===== src/rtl/mipi_csi_rx_packet_decoder_4lane.sv =====
// Purpose: CSI-2 4-lane packet decoder. Decodes DI/WC, filters by VC and RAW data type, strips header and CRC, realigns payload to 8 bytes per beat.
// Latency: output beat j is valid the cycle after input beat j+1 (header is input beat 0); short-packet and truncation pulses appear one cycle after their cause.
// Backpressure: none. The aligner cannot be stalled, so every valid payload beat is emitted as it arrives.
//
// Ports:
//   clk_i, reset_n_i         byte clock, async active-low reset
//   data_valid_i, data_i     aligner beats; lane n = data_i[16n+15:16n], low byte first in time
//   data_valid_o, data_o     payload beats; lane n = {payload[8j+4+n], payload[8j+n]}
//   packet_type_o            DT[2:0] of the last accepted long packet
//   word_count_o             WC of the last accepted long packet
//   frame_start_o            one-cycle pulse on an FS short packet
//   frame_end_o              one-cycle pulse on an FE short packet
//   err_truncated_o          one-cycle pulse when the burst ends before WC bytes arrived
module mipi_csi_rx_packet_decoder_4lane #(
    parameter logic [1:0] VC_ID     = 2'd0,
    parameter bit         FILTER_VC = 1'b1
) (
    input  logic        clk_i,
    input  logic        reset_n_i,
    input  logic        data_valid_i,
    input  logic [63:0] data_i,
    output logic        data_valid_o,
    output logic [63:0] data_o,
    output logic [2:0]  packet_type_o,
    output logic [15:0] word_count_o,
    output logic        frame_start_o,
    output logic        frame_end_o,
    output logic        err_truncated_o
);

    typedef enum logic [1:0] {
        ST_IDLE     = 2'd0,
        ST_PAYLOAD  = 2'd1,
        ST_WAIT_EOT = 2'd2
    } state_t;

    state_t      state_q;
    state_t      state_d;

    logic [31:0] hi_reg;      // high bytes of the previous beat, lane n at [8n+7:8n]
    logic [15:0] remaining;   // payload bytes still owed by the current long packet

    // Lane byte views of the incoming beat
    logic [31:0] lo_bytes;
    logic [31:0] hi_bytes;
    logic [63:0] beat_dat;

    always_comb begin
        lo_bytes = '0;
        hi_bytes = '0;
        beat_dat = '0;
        for (int n = 0; n < 4; n++) begin
            lo_bytes[8*n +: 8]  = data_i[16*n +: 8];
            hi_bytes[8*n +: 8]  = data_i[16*n+8 +: 8];
            // Payload bytes 8j..8j+3 were held from the previous beat; 8j+4..8j+7 are this beat's low bytes
            beat_dat[16*n +: 16] = {data_i[16*n +: 8], hi_reg[8*n +: 8]};
        end
    end

    // Header fields, only meaningful on the first beat of a burst
    logic [7:0]  hdr_di;
    logic [15:0] hdr_wc;
    logic [1:0]  hdr_vc;
    logic [5:0]  hdr_dt;
    logic        vc_ok;
    logic        dt_fs;
    logic        dt_fe;
    logic        dt_raw_long;
    logic        last_beat;

    assign hdr_di      = lo_bytes[7:0];
    assign hdr_wc      = {lo_bytes[23:16], lo_bytes[15:8]};
    assign hdr_vc      = hdr_di[7:6];
    assign hdr_dt      = hdr_di[5:0];
    assign vc_ok       = (FILTER_VC == 1'b0) || (hdr_vc == VC_ID);
    assign dt_fs       = vc_ok && (hdr_dt == 6'h00);
    assign dt_fe       = vc_ok && (hdr_dt == 6'h01);
    assign dt_raw_long = vc_ok && (hdr_wc != 16'd0) &&
                         ((hdr_dt == 6'h2B) || (hdr_dt == 6'h2C) || (hdr_dt == 6'h2D));
    assign last_beat   = (remaining <= 16'd8);

    // State register
    always_ff @(posedge clk_i or negedge reset_n_i) begin
        if (!reset_n_i) begin
            state_q <= ST_IDLE;
        end else begin
            state_q <= state_d;
        end
    end

    // Next-state logic. IDLE is only entered while data_valid_i is low (or from
    // reset), so a valid beat seen in IDLE is always the rising edge of a burst.
    always_comb begin
        state_d = state_q;
        case (state_q)
            ST_IDLE: begin
                if (data_valid_i) begin
                    state_d = dt_raw_long ? ST_PAYLOAD : ST_WAIT_EOT;
                end
            end
            ST_PAYLOAD: begin
                if (!data_valid_i) begin
                    state_d = ST_IDLE;
                end else if (last_beat) begin
                    state_d = ST_WAIT_EOT;
                end
            end
            ST_WAIT_EOT: begin
                if (!data_valid_i) begin
                    state_d = ST_IDLE;
                end
            end
            default: state_d = ST_IDLE;
        endcase
    end

    // Output decode: control strobes for the registered datapath
    logic hdr_long;
    logic hdr_fs;
    logic hdr_fe;
    logic beat_take;
    logic trunc;

    always_comb begin
        hdr_long  = 1'b0;
        hdr_fs    = 1'b0;
        hdr_fe    = 1'b0;
        beat_take = 1'b0;
        trunc     = 1'b0;
        case (state_q)
            ST_IDLE: begin
                hdr_long = data_valid_i && dt_raw_long;
                hdr_fs   = data_valid_i && dt_fs;
                hdr_fe   = data_valid_i && dt_fe;
            end
            ST_PAYLOAD: begin
                beat_take = data_valid_i;
                trunc     = !data_valid_i;
            end
            default: ;
        endcase
    end

    // Registered datapath and outputs
    always_ff @(posedge clk_i or negedge reset_n_i) begin
        if (!reset_n_i) begin
            hi_reg          <= '0;
            remaining       <= '0;
            data_valid_o    <= 1'b0;
            data_o          <= '0;
            packet_type_o   <= '0;
            word_count_o    <= '0;
            frame_start_o   <= 1'b0;
            frame_end_o     <= 1'b0;
            err_truncated_o <= 1'b0;
        end else begin
            data_valid_o    <= beat_take;
            frame_start_o   <= hdr_fs;
            frame_end_o     <= hdr_fe;
            err_truncated_o <= trunc;

            if (hdr_long) begin
                // Type/WC change here, a full cycle before data_valid_o can rise,
                // so the depacker sees them settled while its valid is still low.
                packet_type_o <= hdr_dt[2:0];
                word_count_o  <= hdr_wc;
                hi_reg        <= hi_bytes;
                remaining     <= hdr_wc;
            end else if (beat_take) begin
                data_o    <= beat_dat;
                hi_reg    <= hi_bytes;
                remaining <= (remaining > 16'd8) ? (remaining - 16'd8) : 16'd0;
            end
        end
    end

endmodule


===== config.mk =====
export PLATFORM = sky130hd
export DESIGN_NAME = mipi_csi_rx_packet_decoder_4lane
export DESIGN_NICKNAME = d
export VERILOG_FILES = /design/src/rtl/mipi_csi_rx_packet_decoder_4lane.sv
export SDC_FILE = /design/constraint.sdc
export NUM_CORES = 1
export LEC_CHECK = 0
export ABC_CLOCK_PERIOD_IN_PS = 1890
export CAP_MARGIN = 20
export CORE_UTILIZATION = 45
export CTS_CLUSTER_DIAMETER = 100
export DETAILED_ROUTE_END_ITERATION = 12
export GPL_TIMING_DRIVEN = 0
export PLACE_DENSITY_LB_ADDON = 0.2
export SETUP_SLACK_MARGIN = 0.15
export SLEW_MARGIN = 20
export SYNTH_ARGS = -nofsm -noshare
export SYNTH_HDL_FRONTEND = slang
export SYNTH_SLANG_ARGS = --single-unit
export TNS_END_PERCENT = 20

===== constraint.sdc =====
create_clock -name clk_i -period 1.89 [get_ports clk_i]
set_input_delay 0.378 -clock clk_i [delete_from_list [all_inputs] [get_ports clk_i]]
set_output_delay 0.378 -clock clk_i [all_outputs]
set_load 0.01 [all_outputs]

==> out/results.txt, run 1 <==
Slew Viols, Final = 0
Number of synthesized flops with an enable pin = 0
Die H = 112.7 um
CTS Root Cell = clkbuf_16
Lkg Pwr = 4.963 nW
Post-route clock period utilization = 1.068
Maximum operating frequency = 495.3 MHz
Crit path DAT = 2.30 ns
Max FFs per register = 64
R2r endpoint = remaining[15]
Synth cell types = 46
CP top delay family = simple AND/OR/NAND/NOR gates
Crit. path cell count = 6
Port Buffer Count = 153
MaxCap Viol Count = 0
Final worst slack = -0.1292 ns
Synth Flop Type = dfrtp_1
Top-Level Pins = 154
Total core area = 11960 um^2
Setup Skew = 0.008303 ns
First-pass GRT wire length = 24250 um
FF+latch count, synth = 137
Netlist Area Pre-Place = 5513 um^2
Gr usage total = 0.2564
Power per Cell Area = 902.4 nW/um^2
Die X = 112.7 um
Status = complete, but fails checks
Worst Tran Pin Value = 0.4614 ns
Critical Path RT = 2.17 ns
R2r startpoint = remaining[6]
Number of global-route vias before repair = 4704
Hold Fails Final Rpt = 0
Area growth syn-to-layout = 52.13%
Die area = 12700 um^2
YS warnings = 0
Syn_area_per_cell = 10.98 um^2
Final HPWL from detailed placement = 10080 um
Crit-path cells = buf_6, or4_4, nor4_4, nand3_2, nand3b_1, o311ai_2
Bufs on Longest Clock Path = 2
Post-synth top area cell = dfrtp_1
Post-synth ARST share = 1.000
H-tree levels = 4
Slew HR = 0.6924
Worst-skew pair later-pin latency = 0.42 ns
Antenna violations before repair = 0
Residual DRC = 0
Initial cell density of the core = 0.4609
VDD IR max = 0.6420 mV
Final wirelength = 15780 um
Crit path max fanout = 4
CP Buf/Inv Count = 1
R2R depth = 6
Critical path launch point type = register
CP peak stage delay = 0.51 ns
GP Congestion = 0.8681
CTS tree = yes
Post-Syn Nets = 570
Rows = 40
Hold WC Path Type = input pin to register
Via count = 4518
Most frequent cell after synthesis = nand2_1
Final antenna-violating net count = 0
Top-area cell type share of the netlist area = 0.6219
Pin count of the biggest net entering global routing = 87
Antenna fix cells = 0
Total CTS buffers = 17
Dpl cells = 803
Synth Instances = 502
CP Class = register to register
DR vias/cell = 5.284
Unrepaired setup endpoints after global routing = true
Seq/Total Area, Yosys = 0.6219
Detailed Route Iter0 Violations = 328
Failing checks = negative setup slack
Total grt overflow = 0
Layout cells sized above 1 = 0.2472
Critical path origin = remaining[6]
Worst reg2reg setup slack = -0.13 ns
CP Capture Type = register
Tmin final = 2.019 ns
Slowest CP cell = or4_4
Clock slew at reported path FFs = 0.05 ns
Critical Path End = remaining[15]
Area contributors post-synth = dfrtp_1, nand2_1, mux2_2, a221o_1, nor2_1
Final setup fails = 5
First-pass DRT Iterations = 4
Pwr Total = 0.007568 W
Fin cells = 855
CTS Sinks = 137
Layout Nets = 764
Commonest cells in the netlist = nand2_1, dfrtp_1, mux2_2, nor2_1
WL/cell = 18.46 um
## how the worst min path moves through the flow
stage	slack [ns]	cells after the start	end	startpoint
after floorplan	0.08	0	data_o[0]	reset_n_i
after global placement	0.44	2	data_o[38]	hi_reg[22]
after detailed placement	0.31	1	data_o[56]	reset_n_i
after CTS	0.23	3	data_o[42]	data_i[34]
after global routing	0.21	2	err_truncated_o	data_valid_i
final	0.21	2	err_truncated_o	data_valid_i
## worst register-to-register path, delay by kind of cell (launching register included)
kind                   cells  cell delay [ns]
AOI/OAI and AO/OA          1             0.15
buffers and inverters      1             0.13
DFF                        1             0.37
and+or+nand+nor            4             1.23
## cells by family after synthesis
kind of cell,share of synthesized area
AND/OR/NAND/NOR,0.1872
flip-flops,0.6219
multiplexers,0.1001
AO/OA/AOI/OAI,0.05016
buffers and inverters,0.03041
XOR/XNOR,0.007945
adder cells (fa/ha/maj),0.002269
## cell usage in the layout, fill, tap and decap left out, drive strengths merged, types with 2 or more instances in the layout
| master | count |
|---|---|
| dfrtp | 137 |
| clkbuf | 29 |
| clkdlybuf4s15 | 3 |
| buf | 50 |
| o31ai | 2 |
| clkdlybuf4s50 | 84 |
| xnor2 | 3 |
| a22o | 3 |
| nand2 | 199 |
| o21bai | 2 |
| mux2 | 49 |
| nor3 | 4 |
| dlymetal6s2s | 47 |
| a22oi | 2 |
| nand4 | 4 |
| inv | 9 |
| a31oi | 2 |
| nor2b | 3 |
| o21ai | 5 |
| clkinv | 6 |
| nor4 | 9 |
| a221o | 8 |
| bufinv | 4 |
| nand2b | 2 |
| nor2 | 15 |
| dlygate4sd2 | 5 |
| xor2 | 2 |
| nand3 | 4 |
## metal layers
metal | vias to the layer above | GRT usage | part of all wire
met4 | 0 | 0.1084 | 0.025
li1 | 2059 | - | -
met5 | - | 0 | 0
met2 | 176 | 0.4243 | 0.52
met1 | 2245 | 0.2907 | 0.37
met3 | 38 | 0.1102 | 0.083
## per-stage QoR
stage	setup TNS, ns	hold WS, ns	area (um^2)	setup WS [ns]	util
3_3_place_gp	-738.47	0.4408	7228	-4.842	0.6043
2_1_floorplan	0	0.08241	5513	0.1198	-
3_5_place_dp	-78.69	0.3127	7261	-0.8732	0.6070
4_1_cts	0	0.2285	8075	0.08662	0.6751
5_1_grt	-0.3325	0.2065	8387	-0.1638	0.7012
6_report	-0.2059	0.2095	8387	-0.1292	0.7012
## power breakdown
part / total (W) / internal [W] / switching, W
clock network: 0.00352 / 0.00227 / 0.00125
registers: 0.00318 / 0.00307 / 0.000103
logic: 0.000870 / 0.000439 / 0.000431
## area by class of cell
| cell class | count | area, um^2 |
|---|---|---|
| fill | 868 | 3575 |
| sequential | 137 | 3432 |
| multi-input combinational | 333 | 2102 |
| timing repair buffer | 175 | 1804 |
| clock buffer | 20 | 456.7 |
| buffer | 24 | 200.2 |
| tap | 147 | 183.9 |
| clock inverter | 11 | 170.2 |
| inverter | 8 | 37.54 |
## what timing repair did
action	in CTS	in global routing
setup endpoints to repair	137	160
endpoints found under the hold margin	51	0
buffers inserted	11	8
gates resized for setup	83	108
pin swaps	14	13
gates cloned	0	1
hold buffers	1	0
Note: power is estimated with default switching activity, not from simulation.
==> run 2, diff against run 1 <==
--- a/config.mk
+++ b/config.mk
@@ -8,7 +8,6 @@
 export ABC_CLOCK_PERIOD_IN_PS = 1890
 export CAP_MARGIN = 20
 export CORE_UTILIZATION = 45
-export CTS_CLUSTER_DIAMETER = 100
 export DETAILED_ROUTE_END_ITERATION = 12
 export GPL_TIMING_DRIVEN = 0
 export PLACE_DENSITY_LB_ADDON = 0.2
==> results of run 2 <==
Same layout as run 1: the final DEF is identical, and so are final timing and power.
